`src/rtl/fp_mul.sv`:
```
// IEEE-754 binary16 multiplier: unpack, multiply, normalize, round-to-nearest-even
// and special-value handling in one combinational path into a 16-bit result register.
module fp_mul (
   input  logic        clk_i,
   input  logic        rstn_i,
   input  logic [15:0] opA_i,
   input  logic [15:0] opB_i,
   output logic [15:0] MUL_o
);

   logic signed [6:0] Exp;
   logic [4:0]        DNshamt;

   logic [15:0] op [2];
   assign op[0] = opA_i;
   assign op[1] = opB_i;

   genvar gi;
   generate
      for (gi = 0; gi < 2; gi++) begin : g_unpack
         logic [4:0]        e;
         logic [9:0]        f;
         logic [3:0]        lz;
         logic [10:0]       sig;
         logic signed [6:0] eff_exp;
         logic              is_nan;
         logic              is_inf;
         logic              is_zero;

         assign e       = op[gi][14:10];
         assign f       = op[gi][9:0];
         assign is_nan  = (e == 5'd31) && (f != 10'd0);
         assign is_inf  = (e == 5'd31) && (f == 10'd0);
         assign is_zero = (e == 5'd0)  && (f == 10'd0);

         // Leading-zero count of the fraction; the highest set bit wins.
         always_comb begin
            lz = 4'd0;
            for (int i = 0; i <= 9; i++) begin
               if (f[i]) lz = 4'(9 - i);
            end
         end

         // Subnormals are left-normalized so every significand has a hidden 1 at bit 10.
         always_comb begin
            if (e == 5'd0) begin
               sig     = {f, 1'b0} << lz;
               eff_exp = 7'sd0 - $signed({3'b000, lz});
            end else begin
               sig     = {1'b1, f};
               eff_exp = $signed({2'b00, e});
            end
         end
      end
   endgenerate

   logic [21:0] prod;
   logic [21:0] norm;
   logic        adj;

   assign prod = {11'd0, g_unpack[0].sig} * {11'd0, g_unpack[1].sig};
   assign adj  = prod[21];
   assign norm = adj ? prod : {prod[20:0], 1'b0};
   assign Exp  = g_unpack[0].eff_exp + g_unpack[1].eff_exp - 7'sd15 + $signed({6'd0, adj});

   logic signed [6:0] dn_full;
   assign dn_full = 7'sd1 - Exp;

   always_comb begin
      DNshamt = 5'd0;
      if (Exp <= 7'sd0) begin
         DNshamt = (dn_full > 7'sd31) ? 5'd31 : dn_full[4:0];
      end
   end

   // Denormalizing shift; bits pushed below the 32-bit window feed the sticky bit.
   logic [31:0] ext;
   logic [31:0] shifted;
   logic        lost;
   logic        guard_bit;
   logic        round_bit;
   logic        sticky_bit;
   logic        round_up;

   assign ext        = {10'd0, norm};
   assign shifted    = ext >> DNshamt;
   assign lost       = |(ext & ~(32'hFFFF_FFFF << DNshamt));
   assign guard_bit  = shifted[10];
   assign round_bit  = shifted[9];
   assign sticky_bit = (|shifted[8:0]) | lost;
   assign round_up   = guard_bit & (round_bit | sticky_bit | shifted[11]);

   // Fraction carry ripples into the exponent field, which also turns a
   // subnormal that rounds up to 2^-14 into exponent field 1.
   logic [5:0]  biased;
   logic [16:0] total;
   logic        ovf;

   assign biased = (Exp > 7'sd0) ? Exp[5:0] : 6'd0;
   assign total  = {1'b0, biased, shifted[20:11]} + {16'd0, round_up};
   assign ovf    = (total[16:10] >= 7'd31);

   logic        sign_r;
   logic        any_nan;
   logic        any_inf;
   logic        any_zero;
   logic [15:0] mul_next;

   assign sign_r   = opA_i[15] ^ opB_i[15];
   assign any_nan  = g_unpack[0].is_nan | g_unpack[1].is_nan;
   assign any_inf  = g_unpack[0].is_inf | g_unpack[1].is_inf;
   assign any_zero = g_unpack[0].is_zero | g_unpack[1].is_zero;

   always_comb begin
      mul_next = {sign_r, total[14:0]};
      if (any_nan || (any_inf && any_zero)) begin
         mul_next = 16'h7E00;
      end else if (any_inf) begin
         mul_next = {sign_r, 15'h7C00};
      end else if (any_zero) begin
         mul_next = {sign_r, 15'h0000};
      end else if (ovf) begin
         mul_next = {sign_r, 15'h7C00};
      end
   end

   always_ff @(posedge clk_i or negedge rstn_i) begin
      if (!rstn_i) begin
         MUL_o <= 16'h0000;
      end else begin
         MUL_o <= mul_next;
      end
   end

endmodule

```
`config.mk`:
```
export PLATFORM = sky130hd
export DESIGN_NAME = fp_mul
export DESIGN_NICKNAME = d
export VERILOG_FILES = /design/src/rtl/fp_mul.sv
export SDC_FILE = /design/constraint.sdc
export NUM_CORES = 1
export LEC_CHECK = 0
export ABC_AREA = 1
export CAP_MARGIN = 20
export CELL_PAD_IN_SITES_DETAIL_PLACEMENT = 0
export CELL_PAD_IN_SITES_GLOBAL_PLACEMENT = 2
export CORE_UTILIZATION = 33
export CTS_CLUSTER_DIAMETER = 60
export DETAILED_ROUTE_END_ITERATION = 8
export DONT_BUFFER_PORTS = 1
export PLACE_DENSITY_LB_ADDON = 0.25
export SKIP_LAST_GASP = 1
export SLEW_MARGIN = 20
export SYNTH_ARGS = -nofsm -noshare
export SYNTH_HDL_FRONTEND = slang
export SYNTH_SLANG_ARGS = --single-unit
```
`constraint.sdc`:
```
create_clock -name clk_i -period 0.8 [get_ports clk_i]
set_clock_uncertainty 0.15 [all_clocks]
set_input_delay 0.04 -clock clk_i [delete_from_list [all_inputs] [get_ports clk_i]]
set_output_delay 0.04 -clock clk_i [all_outputs]
set_load 0.02 [all_outputs]
```
Word-level counts from Yosys, hierarchy flattened. Cells that the tools add are included.

Word-level logic and storage cells: 77. Output and inout port bits: 16. Input bits: 34. Register bits: 16.

Shift-type cells: 4. Muxes and demuxes: 32. Add/sub/neg operators: 7. Eq/ne operators: 2. Multipliers: 1. $lt $le $gt $ge: 4. Bitwise gates (word level): 10. Reduce and logical (&&, ||, !) cells: 16.

Operator list (count): $mux 4 (20); $mux 15 (3); $and 22x32->32 (1); $not 32->32 (1); $reduce_or 32->1 (1); $shl 32x5->32 const A (1); $mul 11x11->22 (1); $mux 11 (2); $mux 22 (1); $shl 11x4->11 (2); $shr 22x5->21 (1); $logic_not 10->1 (2); $reduce_bool 10->1 (2); $add 16x1->17 (1); $mux 16 (1); $mux 7 (2); $eq 5x5->1 const B (2); $logic_not 5->1 (2); $mux 5 (2); $sub 1x4->5 const A (2); $reduce_or 9->1 (1); $add 7x2->7 (1); $add 7x7->7 (1); $ge 7x5->1 const B (1); other kinds (11) (22).

Depth between registers and ports, before layout.
Depth in word-level cells: 33. Mapped depth: 78. Depth with buffers taken out: 76.

Least setup slack after synthesis. Ideal clock, no wire load.

Kind: input to register. Start: input port opB_i[0]. End: register MUL_o[9]. Buffers on the path: 2. Data required time: 524 ps. Setup time: 126 ps. Setup slack: -9558 ps. Arrival: 10082 ps. Cell stages on the path: 68. Cell sequence: inv_1 o21ai_0 a21oi_1 o21ai_0 nand3_1 o21ai_1 o21ai_0 nor3_1 inv_1 a21oi_1 nor2_1 o211ai_1 nand4_1 o21ai_0 inv_1 nor2_1 fa_1 fa_1 [... 32 more ...] buf_4 nand2_1 nand3_1 nand3_1 nand3_1 nand2_1 nand2_1 nor2_1 ha_1 nand3_2 nor2_4 nand2_1 nand2_1 nand2_1 nor2_1 nand3_2 nand2_4 o21ai_2.

Longest elaborated chain between the ends: 33. Elaborated cells between the ends (all ways): 52. Those cells by class: 6 x add/sub; 1 x mul; 4 x order compare; 3 x shift; 20 x mux; 9 x bitwise; 9 x reduce/logical.

RTL lines: start: declaration (RTL line 7) `input logic [15:0] opB_i,`; parallel branches: the longest is 32 deep, another holds $shl 11x4->11; $mux 16 * (RTL line 116) `if (any_nan || (any_inf && any_zero)) begin`; net mul_next[9] (RTL line 107) `logic [15:0] mul_next;`; end signal: assignment (RTL line 131) `MUL_o <= mul_next;`; end: declaration (RTL line 8) `output logic [15:0] MUL_o`.

Mark *: on every way through the listed nets, which the timed path passes.

Worst setup path after layout.
Start: input port opA_i[0]. End: register MUL_o[3].

Longest elaborated chain between the ends: 33. Elaborated cells between the ends (all ways): 52. Those cells by class: 6 x add/sub; 1 x mul; 4 x order compare; 3 x shift; 20 x mux; 9 x bitwise; 9 x reduce/logical.

RTL lines: start: declaration (RTL line 6) `input logic [15:0] opA_i,`; parallel branches: the longest is 32 deep, another holds $shl 11x4->11; $mux 16 * (RTL line 116); net mul_next[3] (RTL line 107).

Marks and branches as above.

==> impl_metrics.toml <==
[sta]
fmax_mhz = 104.9
final-hold-violation-count = 17
post-route-min-period_ns = 9.535
fin_ws_ns = -8.735
finalSetupViolCount = 32
fin_crit_sh_pct = 1192
rsz0062_at_grt = "true"
tightest_slew_ns = 0.8129
slew_headroom_pct = 45.24
slew_violations = 0
whs_ns = -0.2493

[floorplanning]
die_area_um2 = 26660
die-height_um = 163.3
start_util_pct = 33.89
rows = 58
die_w_um = 163.3
core_um2 = 25330
ios = 50

[routing]
drcViolationCount = 0
first_pass_iters = 5
drt-total-wl_um = 31470
viasPerCell = 4.761
first_iter_violations = 619
ant_nets = 0
wire_per_inst_um = 14.49
num_vias = 10340

[setup_path]
endpoint_kind = "register"
path_common_cell = "buf_4"
path_class = "in2reg"
cp_top_family = "buffers and inverters"
critPathMaxFanout = 6
setup.worst_path.end = "MUL_o[3]"
cp.depth = 86
crit_slowest_cell = "ha_4"
worst-path-buf-inv = 43
critPathRequiredTime_ns = 0.78
critPathLaunch = "opA_i[0]"
start_kind = "input pin"
max_stage_delay_ns = 0.29
arrival_ns = 9.51

[flow_run]
maxCapViolations = 0

[layout]
nNetsFinal = 2034
top_register = "MUL_o"
area_growth_pct = 58.12
fillCellCount = 2492
drive_above_1_share_pct = 40.03
final_cell_mix = "416 x buf_4, 322 x nand2_1, 242 x inv_1, 124 x nor2_1, 90 x nand3_1"
diodes = 0
layout.cells.most_common = "buf_4"
reg_top3 = "MUL_o x16"
largest_reg_flops = 16

[cts]
clk_path_buf_depth = 2
ctsHoldBuffers = 1
cts_tree = "built"
cts-root-buf = "clkbuf_16"
cts_sinks = 16
cts_buffers = 3
htree_num_levels = 1
clkTransAtPathRegs_ns = 0.05

[yosys]
avgSynthCellArea_um2 = 6.045
synth_cell_types = 45
synth_edf_count = 0
syn-cell-area_um2 = 8583
syn_nets = 1612
syn_inst = 1420
synth_flop_cell = "dfrtp_1"
ys_async_sr_fraction_pct = 100.0
synth_warnings = 0
yosysSeqAreaShare_pct = 4.665
ys_ff_latch = 16

[grt]
grt.overflow.total = 0
grt_max_degree = 21
antenna_found_initial = 0
grt_pass1_vias = 10460
grt_usage_pct = 24.21
grt_pass1_wl_um = 51790

[run_status]
violations = "hold timing, setup timing"
outcome = "finished with violations"

[place]
place_hpwl_um = 25650
gp_congestion = 0.8869
port_buffers = 0

[min_path]
hp-class = "in2async"
## Yosys cell counts (2+ instances only)
| cell | count | area [um2] |
|---|---|---|
| o21bai_1 | 3 | 22.52 |
| clkbuf_1 | 5 | 18.77 |
| a21boi_0 | 2 | 15.01 |
| nand2_2 | 15 | 93.84 |
| o211ai_1 | 5 | 37.54 |
| buf_6 | 3 | 33.78 |
| nand2_4 | 3 | 33.78 |
| buf_4 | 4 | 30.03 |
| nand3b_1 | 3 | 22.52 |
| nor3_1 | 11 | 55.05 |
| nor2_1 | 151 | 566.8 |
| o22ai_1 | 7 | 43.79 |
| o21ai_0 | 69 | 345.3 |
| nor4_1 | 2 | 12.51 |
| o21ai_1 | 18 | 90.09 |
| buf_2 | 11 | 55.05 |
| a21o_1 | 2 | 15.01 |
| nor2_4 | 3 | 33.78 |
| inv_1 | 276 | 1036 |
| dfrtp_1 | 16 | 400.4 |
| o2111ai_1 | 4 | 35.03 |
| or2_2 | 2 | 12.51 |
| inv_2 | 14 | 52.55 |
| a21oi_1 | 44 | 220.2 |
| xnor2_1 | 7 | 61.31 |
| xor2_1 | 16 | 140.1 |
| fa_1 | 81 | 1622 |
| nand4_1 | 21 | 131.4 |
| o21ai_2 | 2 | 17.52 |
| nor2_2 | 11 | 68.82 |
| clkinv_1 | 4 | 15.01 |
| nand2_1 | 382 | 1434 |
| nor3_2 | 7 | 70.07 |
| nand3_1 | 124 | 620.6 |
| ha_1 | 77 | 963.4 |
| nand3_2 | 6 | 60.06 |
## layer usage
metal	vias to the layer above	GRT usage, %	part of all wire, %
met4	0	4.843	1.6
li1	5282	-	-
met3	35	1.397	4.5
met5	-	0	0
met1	4764	33.64	47
met2	255	41.16	47
## area by class of cell
| cell class | count | area (um2) | area share, % |
|---|---|---|---|
| clock buffers | 4 | 88.84 | 0.6546 |
| inverters | 295 | 1189 | 8.758 |
| multi-input cells | 1089 | 8005 | 58.98 |
| flip-flops and latches | 16 | 417.9 | 3.079 |
| well taps | 330 | 412.9 | 3.042 |
| repair buffers | 437 | 3458 | 25.48 |
## repair_timing
action,in CTS,in global routing
setup endpoints to repair,32,48
pin swaps,48,55
setup buffers,63,21
gates cloned,5,1
hold endpoints to repair,17,17
resized for setup,111,122
## metrics by stage
| step | cell area [um2] | setup WS (ns) | cells | util (%) | TNS (ns) |
|---|---|---|---|---|---|
| floorplan | 8962 | -8.636 | 1420 | - | -129.41 |
| global placement | 11910 | -9.114 | 2079 | 47.04 | -137.37 |
| detailed placement | 11910 | -9.149 | 2079 | 47.04 | -137.84 |
| CTS | 13020 | -8.565 | 2152 | 51.40 | -132.35 |
| global route | 13570 | -9.240 | 2171 | 53.59 | -140.60 |
| finish | 13570 | -8.735 | 2171 | 53.59 | -132.67 |
## logic make-up after synthesis
group	count (synthesis)	share of synthesized area (%)
simple gates	743	37.77
fa+ha+maj	158	30.12
compound gates	162	10.58
xor+xnor	23	2.347
flops	16	4.665
buf+inv	318	14.52
## worst min path at each step
stage	startpoint	endpoint	slack (ns)	cells after the start
floorplan	rstn_i	MUL_o[0]	-0.41	0
global route	rstn_i	MUL_o[15]	-0.20	1
detailed placement	rstn_i	MUL_o[15]	-0.41	0
global placement	rstn_i	MUL_o[15]	-0.41	0
finish	rstn_i	MUL_o[15]	-0.25	1
CTS	opA_i[15]	MUL_o[15]	-0.19	2
Power is not shown: default switching activity piles up to over one toggle a cycle in this logic, so the estimate is an artifact.
